`config.mk`:
```
export PLATFORM = sky130hd
export DESIGN_NAME = uart_debug_mem_flat
export DESIGN_NICKNAME = d
export VERILOG_FILES = /design/src/rtl/uart_debug_pkg.sv /design/src/rtl/uart_debug_mem_if.sv /design/src/rtl/uart_debug_btn_step.sv /design/src/rtl/uart_debug_mem.sv /design/src/flat_wrapper.sv
export SDC_FILE = /design/constraint.sdc
export NUM_CORES = 1
export LEC_CHECK = 0
export CAP_MARGIN = 20
export CORE_MARGIN = 3
export CORE_UTILIZATION = 64
export CTS_CLUSTER_SIZE = 12
export DETAILED_ROUTE_END_ITERATION = 8
export GPL_TIMING_DRIVEN = 0
export HOLD_SLACK_MARGIN = 0.03
export MAX_ROUTING_LAYER = met4
export PLACE_DENSITY_LB_ADDON = 0.1
export SYNTH_ARGS = -nofsm -noshare
export SYNTH_HDL_FRONTEND = slang
export SYNTH_HIERARCHICAL = 1
export SYNTH_SLANG_ARGS = --single-unit
export TNS_END_PERCENT = 1
```
`constraint.sdc`:
```
create_clock -name clk -period 29.9 [get_ports clk]
set_input_delay 2.99 -clock clk [delete_from_list [all_inputs] [get_ports clk]]
set_output_delay 2.99 -clock clk [all_outputs]
set_load 0.02 [all_outputs]
```
`src/rtl/uart_debug_pkg.sv`:
```
// Shared types and constants for the uart_debug_mem debug target.
package uart_debug_pkg;

  typedef enum logic [1:0] {
    DISP_LAST_WR  = 2'd0,
    DISP_LAST_RD  = 2'd1,
    DISP_MEM_PAGE = 2'd2,
    DISP_PERF     = 2'd3
  } disp_mode_e;

  typedef enum logic {
    IDLE = 1'b0,
    WAIT = 1'b1
  } rd_state_e;

  localparam logic [31:0] DEFAULT_RDATA_C  = 32'hFCD09A23;
  localparam int unsigned MAX_READ_LATENCY = 4;

endpackage

```
`src/rtl/uart_debug_mem_if.sv`:
```
// Memory-side bus between uart_ip_memory_mapped (master) and uart_debug_mem (slave).
interface uart_debug_mem_if #(
  parameter int unsigned DW = 32,
  parameter int unsigned AW = 8
);
  logic          mem_we;
  logic [DW-1:0] mem_wdata;
  logic [AW-1:0] mem_waddr;
  logic          mem_re;
  logic [AW-1:0] mem_raddr;
  logic [DW-1:0] mem_rdata;
  logic          mem_rdy;

  modport master (
    output mem_we, mem_wdata, mem_waddr, mem_re, mem_raddr,
    input  mem_rdata, mem_rdy
  );

  modport slave (
    input  mem_we, mem_wdata, mem_waddr, mem_re, mem_raddr,
    output mem_rdata, mem_rdy
  );
endinterface

```
`src/rtl/uart_debug_btn_step.sv`:
```
// Pushbutton synchroniser with rising-edge detect; emits a one-cycle step pulse per press.
module uart_debug_btn_step (
  input  logic clk,
  input  logic arst,
  input  logic btn_i,
  output logic step_o
);
  logic sync1_q, sync1_d;
  logic sync2_q, sync2_d;
  logic prev_q, prev_d;

  always_comb begin
    sync1_d = btn_i;
    sync2_d = sync1_q;
    prev_d  = sync2_q;
  end

  always_ff @(posedge clk or posedge arst) begin
    if (arst) begin
      sync1_q <= 1'b0;
      sync2_q <= 1'b0;
      prev_q  <= 1'b0;
    end else begin
      sync1_q <= sync1_d;
      sync2_q <= sync2_d;
      prev_q  <= prev_d;
    end
  end

  assign step_o = sync2_q & ~prev_q;
endmodule

```
`src/rtl/uart_debug_mem.sv`:
```
// DEPTH-word debug register file with fixed-latency read handshake and 7-segment word select.
// Optional perf counters: define UART_DEBUG_MEM_PERF_CNT_EN.
module uart_debug_mem
  import uart_debug_pkg::*;
#(
  parameter int unsigned NUM_BYTES_DATA    = 4,
  parameter int unsigned NUM_BYTES_ADDRESS = 1,
  parameter int unsigned DEPTH             = 16,
  parameter int unsigned READ_LATENCY      = 1,
  parameter logic [31:0] DEFAULT_RDATA     = DEFAULT_RDATA_C
) (
  input  logic                 clk,
  input  logic                 arst,
  uart_debug_mem_if.slave      bus,
  input  logic [1:0]           disp_mode,
  input  logic                 page_btn,
  output logic [31:0]          seg_data
);
  localparam int unsigned DW   = 8 * NUM_BYTES_DATA;
  localparam int unsigned AW   = 8 * NUM_BYTES_ADDRESS;
  localparam int unsigned IdxW = (DEPTH > 1) ? $clog2(DEPTH) : 1;
  localparam int unsigned CntW = $clog2(MAX_READ_LATENCY);
  localparam logic [DW-1:0] DefRdata = DW'(DEFAULT_RDATA);

  logic [DW-1:0]   mem_q [DEPTH];
  logic [DW-1:0]   mem_d [DEPTH];
  rd_state_e       state_q, state_d;
  logic [CntW-1:0] cnt_q, cnt_d;
  logic [AW-1:0]   raddr_q, raddr_d;
  // rdata_q doubles as last_rd: both load the same value on every completed read.
  logic [DW-1:0]   rdata_q, rdata_d;
  logic [31:0]     last_wr_q, last_wr_d;
  logic [IdxW-1:0] disp_idx_q, disp_idx_d;
  logic [31:0]     seg_q, seg_d;
  logic            wr_ok, rd_ok, rd_done, step;
  logic [31:0]     perf_word;

  assign wr_ok = bus.mem_we && (32'(bus.mem_waddr) < DEPTH);
  assign rd_ok = 32'(raddr_q) < DEPTH;

  uart_debug_btn_step u_btn_step (
    .clk    (clk),
    .arst   (arst),
    .btn_i  (page_btn),
    .step_o (step)
  );

  always_comb begin
    mem_d     = mem_q;
    last_wr_d = last_wr_q;
    if (wr_ok) mem_d[bus.mem_waddr[IdxW-1:0]] = bus.mem_wdata;
    if (bus.mem_we) last_wr_d = 32'({bus.mem_wdata, bus.mem_waddr});
  end

  // Array is sampled at the completion edge, so writes up to the edge before it are visible.
  always_comb begin
    state_d = state_q;
    cnt_d   = cnt_q;
    raddr_d = raddr_q;
    rdata_d = rdata_q;
    rd_done = 1'b0;
    unique case (state_q)
      IDLE: begin
        if (bus.mem_re) begin
          raddr_d = bus.mem_raddr;
          cnt_d   = CntW'(READ_LATENCY - 1);
          state_d = WAIT;
        end
      end
      WAIT: begin
        if (cnt_q == '0) begin
          rdata_d = rd_ok ? mem_q[raddr_q[IdxW-1:0]] : DefRdata;
          rd_done = 1'b1;
          state_d = IDLE;
        end else begin
          cnt_d = cnt_q - CntW'(1);
        end
      end
      default: state_d = IDLE;
    endcase
  end

  always_comb begin
    disp_idx_d = disp_idx_q;
    if (step) disp_idx_d = (disp_idx_q == IdxW'(DEPTH - 1)) ? '0 : disp_idx_q + IdxW'(1);
  end

  always_comb begin
    seg_d = '0;
    unique case (disp_mode_e'(disp_mode))
      DISP_LAST_WR:  seg_d = last_wr_q;
      DISP_LAST_RD:  seg_d = 32'(rdata_q);
      DISP_MEM_PAGE: seg_d = 32'(mem_q[disp_idx_q]);
      DISP_PERF:     seg_d = perf_word;
      default:       seg_d = '0;
    endcase
  end

`ifdef UART_DEBUG_MEM_PERF_CNT_EN
  logic [15:0] wr_cnt_q, wr_cnt_d, rd_cnt_q, rd_cnt_d;

  always_comb begin
    wr_cnt_d = wr_cnt_q;
    rd_cnt_d = rd_cnt_q;
    if (wr_ok && (wr_cnt_q != 16'hFFFF)) wr_cnt_d = wr_cnt_q + 16'd1;
    if (rd_done && (rd_cnt_q != 16'hFFFF)) rd_cnt_d = rd_cnt_q + 16'd1;
  end

  always_ff @(posedge clk or posedge arst) begin
    if (arst) begin
      wr_cnt_q <= '0;
      rd_cnt_q <= '0;
    end else begin
      wr_cnt_q <= wr_cnt_d;
      rd_cnt_q <= rd_cnt_d;
    end
  end

  assign perf_word = {wr_cnt_q, rd_cnt_q};
`else
  assign perf_word = '0;
`endif

  always_ff @(posedge clk or posedge arst) begin
    if (arst) begin
      for (int unsigned i = 0; i < DEPTH; i++) mem_q[i] <= '0;
      state_q    <= IDLE;
      cnt_q      <= '0;
      raddr_q    <= '0;
      rdata_q    <= '0;
      last_wr_q  <= '0;
      disp_idx_q <= '0;
      seg_q      <= '0;
    end else begin
      mem_q      <= mem_d;
      state_q    <= state_d;
      cnt_q      <= cnt_d;
      raddr_q    <= raddr_d;
      rdata_q    <= rdata_d;
      last_wr_q  <= last_wr_d;
      disp_idx_q <= disp_idx_d;
      seg_q      <= seg_d;
    end
  end

  assign bus.mem_rdata = rdata_q;
  assign bus.mem_rdy   = (state_q == IDLE);
  assign seg_data      = seg_q;
endmodule

```
`src/flat_wrapper.sv`:
```
// flat-port wrapper written by rule: the top's interface ports become plain ports
module uart_debug_mem_flat import uart_debug_pkg::*;
#(
  parameter int unsigned NUM_BYTES_DATA    = 4,
  parameter int unsigned NUM_BYTES_ADDRESS = 1,
  parameter int unsigned DEPTH             = 16,
  parameter int unsigned READ_LATENCY      = 1,
  parameter logic [31:0] DEFAULT_RDATA     = DEFAULT_RDATA_C
)
  (clk, arst, disp_mode, page_btn, seg_data, bus_mem_we, bus_mem_wdata, bus_mem_waddr, bus_mem_re, bus_mem_raddr, bus_mem_rdata, bus_mem_rdy);
  uart_debug_mem_if #(.DW(32), .AW(8)) bus_i ();
  input  logic clk;
  input  logic arst;
  input  logic [1:0] disp_mode;
  input  logic page_btn;
  output logic [31:0] seg_data;
  input wire logic [$bits(bus_i.mem_we)-1:0] bus_mem_we;
  input wire logic [$bits(bus_i.mem_wdata)-1:0] bus_mem_wdata;
  input wire logic [$bits(bus_i.mem_waddr)-1:0] bus_mem_waddr;
  input wire logic [$bits(bus_i.mem_re)-1:0] bus_mem_re;
  input wire logic [$bits(bus_i.mem_raddr)-1:0] bus_mem_raddr;
  output wire logic [$bits(bus_i.mem_rdata)-1:0] bus_mem_rdata;
  output wire logic [$bits(bus_i.mem_rdy)-1:0] bus_mem_rdy;
  assign bus_i.mem_we = bus_mem_we;
  assign bus_i.mem_wdata = bus_mem_wdata;
  assign bus_i.mem_waddr = bus_mem_waddr;
  assign bus_i.mem_re = bus_mem_re;
  assign bus_i.mem_raddr = bus_mem_raddr;
  assign bus_mem_rdata = bus_i.mem_rdata;
  assign bus_mem_rdy = bus_i.mem_rdy;
  uart_debug_mem #(.NUM_BYTES_DATA(NUM_BYTES_DATA), .NUM_BYTES_ADDRESS(NUM_BYTES_ADDRESS), .DEPTH(DEPTH), .READ_LATENCY(READ_LATENCY), .DEFAULT_RDATA(DEFAULT_RDATA)) u_core (.clk(clk), .arst(arst), .bus(bus_i), .disp_mode(disp_mode), .page_btn(page_btn), .seg_data(seg_data));
endmodule
```
==> key figures <==
Floorplanning
  – Die area: 0.0521 mm^2
  – Core area: 0.0482 mm^2
  – Chip Height: 228 um
  – I/O pin count: 120
  – Die W: 228 um
  – Site row count: 80
  – Initial Util: 0.655

Logic synthesis
  – Largest family of logic cells by synthesized area: multiplexers
  – Yosys Warn Count: 6
  – Synth Area in XOR/XNOR: 0.000277
  – Netlist cell types: 40
  – Sequential-to-total area share from yosys stat: 0.496
  – Syn nets: ~2,100
  – Syn Area/Cell: around 15 um^2
  – Synth area leader: dfrtp_1
  – Mapped cell area: 0.0316 mm^2
  – Top cell type's share of synthesized area: 0.496
  – Syn Inst Count: 2,075
  – Most frequent cell after synthesis: dfrtp_1
  – Multiplexer share of the synthesized area: 0.423
  – Simple-gate share of the synthesized area: 0.0175
  – Yosys reg bits: between 600 and 700
  – Complex-gate fraction of the synthesized area: 0.0333
  – Commonest cells in the netlist: dfrtp_1 (626), mux2_2 (306), mux2_1 (281)
  – Post-synth EDFFs: 0
  – Area share of fa/ha/maj cells after synthesis: 0.000792
  – Synth Flop Type: dfrtp_1
  – Post-synth ARST share: 1.00
  – Synth area leaders: dfrtp_1 (50%), mux4_2 (16%), mux2_2 (11%)

Placed design
  – GPL Wtd Cong: between 0.9 and 1
  – Hpwl dp: about 73,000 um
  – Dpl cells: roughly 2,900
  – Port-buffer cells: approximately 120
  – Setup WS pre-CTS: 23,890 ps

Run status
  – Status: finished, final reports clean

Power and ir drop
  – Peak supply drop: 0.0571 mV
  – PwrDens: 76.3 mW/mm^2
  – Static leakage: approximately 17 nW

Detailed routing
  – DRC viols: 0
  – Initial DRC Count: 2,988
  – DR WL/cell: 36.8 um
  – Via count: 22,100
  – Antenna Nets Post-Route: 0
  – Drt via density: 7.36
  – First drt pass iteration count: 7
  – DRT Wirelength: 110,000 um

Setup path
  – Worst Path Required: 30,380 ps
  – Critical path arrival: 6060 ps
  – Worst-path cell chain: clkdlybuf4s50_1 -> nor4_4 -> nand3_2 -> nor3_2 -> buf_2 -> mux2_2
  – Endpoint class of the critical path: flip-flop
  – Reg2Reg Setup Slack: 26,190 ps
  – Crit-path max cell delay: 890 ps
  – Critical path's slowest cell: nor3_2
  – Kind of critical path: in -> reg
  – Setup crit start kind: primary input
  – Peak fanout along the critical path: 10

STA
  – Final min period: 5590 ps
  – Skew final: 23.2 ps
  – Final Hold Fails: 0
  – Max-slew headroom: 0.185
  – Final worst slack: roughly 24,000 ps
  – Final Setup Violations: 0
  – Post-route setup TNS: 0 ps
  – Final Cycle Share: 0.187
  – RSZ-0062 raised after global routing: false
  – Worst-Margin Slew: 1220 ps
  – Max-slew violation count: 0
  – Max Fclk: 179 MHz

Final layout
  – Share of cells above drive strength 1: 0.324
  – Cell Count, Final, Fillers Out: 3,000
  – Layout Nets: 2,353
  – Finished Core Util: 0.754
  – Area delta synth->final: 15.2%

Global route
  – Tot GR Track Use: 0.441
  – First-pass GRT wire length: 158,000 um
  – Initial antenna violation count: 6
  – Largest net degree at the start of global routing: about 140
  – GRT overflow: 0
  – Vias in the first global route: 22,800

Clock network
  – Inserted Clock Buffers: 68
  – # Post-CTS Setup Buffers: 0
  – Root buffer cell: clkbuf_16
  – CTS sink cnt: 626
  – Post-CTS sizing: 0
  – Clock Pin Slew Worst Setup and Hold Paths: 50 ps
  – Clock Tree Buf Depth: 3
  – Hold-fix buffers, CTS: 0
  – CTS tree: done
  – Htree depth: 3
  – Later-pin clock latency in the skew report: 610 ps

Worst hold path
  – Hold Crit Class: reg -> reg

Run
  – Max cap viols: 0
registers in the layout, summed over array words and instances, names as in the netlist, 2 cells and up:
register,flops
u_core/last_wr_q,32
u_core/cnt_q,2
u_core/mem_q,512
u_core/bus.mem_rdata,32
u_core/seg_data,32
u_core/disp_idx_q,4
u_core/raddr_q,8
cells by family after synthesis:
family | Yosys count
fa+ha+maj | 2
mux | 981
compound gates | 151
simple gates | 109
buf+inv | 205
xor+xnor | 1
flops | 626
path summary, 6_finish.rpt:
path                            cells after the start                       from                  endpoint
worst max-delay path                                6           bus_mem_waddr[7]          u_core/mem_q[14]
worst min-delay path                                0  u_core/u_btn_step/sync1_q  u_core/u_btn_step/prev_d
worst max register to register                      9            u_core/cnt_q[0]  u_core/bus.mem_rdata[13]
worst min register to register                      0  u_core/u_btn_step/sync1_q  u_core/u_btn_step/prev_d
max in group asynchronous                           5                       arst         u_core/mem_q[330]
min in group asynchronous                           2                       arst  u_core/u_btn_step/prev_q
critical path: cells and delay by family:
family	cells	cell delay (ps)
buffers and inverters	2	1050
muxes	1	400
and+or+nand+nor	3	1610
cell usage in the layout (no fill, tap or decap), drive strengths merged, types with 4 or more instances in the layout:
| master | count |
|---|---|
| nand3 | 7 |
| o221ai | 16 |
| mux2 | 587 |
| mux2i | 170 |
| clkdlybuf4s50 | 117 |
| nor2 | 24 |
| o21ai | 41 |
| a211oi | 9 |
| a21oi | 15 |
| inv | 7 |
| dfrtp | 626 |
| diode | 4 |
| or3 | 9 |
| a22oi | 9 |
| mux4 | 224 |
| nand2 | 44 |
| buf | 135 |
| clkinv | 5 |
| nor2b | 6 |
| o32a | 9 |
| a31oi | 9 |
| o22a | 30 |
| o22ai | 10 |
| clkbuf | 204 |
per-layer routing:
layer,track usage,share of wire,routed length (um),up-vias
met3,0.158,0.14,15000,540
li1,-,-,-,8386
met2,0.604,0.43,46900,1695
met5,-,0,0,-
met4,0.292,0.085,9390,0
met1,0.555,0.35,39000,11400
through the flow:
| step | hold WS (ps) | area (um^2) | power [W] |
|---|---|---|---|
| floorplan | 331 | 31600 | 0.00147 |
| global placement | 340 | 33600 | 0.00185 |
| detailed placement | 352 | 34200 | 0.00190 |
| CTS | 364 | 36400 | 0.00274 |
| global route | 372 | 36400 | 0.00283 |
| finish | 359 | 36400 | 0.00278 |
where the power goes:
| part | internal, W | switching [W] |
|---|---|---|
| clock | 0.000504 | 0.000339 |
| combinational | 0.000352 | 0.000617 |
| sequential | 0.000913 | 0.0000532 |
final cells by class:
cell class	count	area (um^2)
Multi-Input combinational cell	1244	15000
Inverter	7	33.8
Fill cell	3040	11800
Antenna cell	4	10.0
Buffer	198	906
Sequential cell	626	15700
Tap cell	656	821
Clock inverter	7	85.1
Clock buffer	107	2130
Timing Repair Buffer	151	1750
Note: power is estimated with default switching activity, not from simulation.
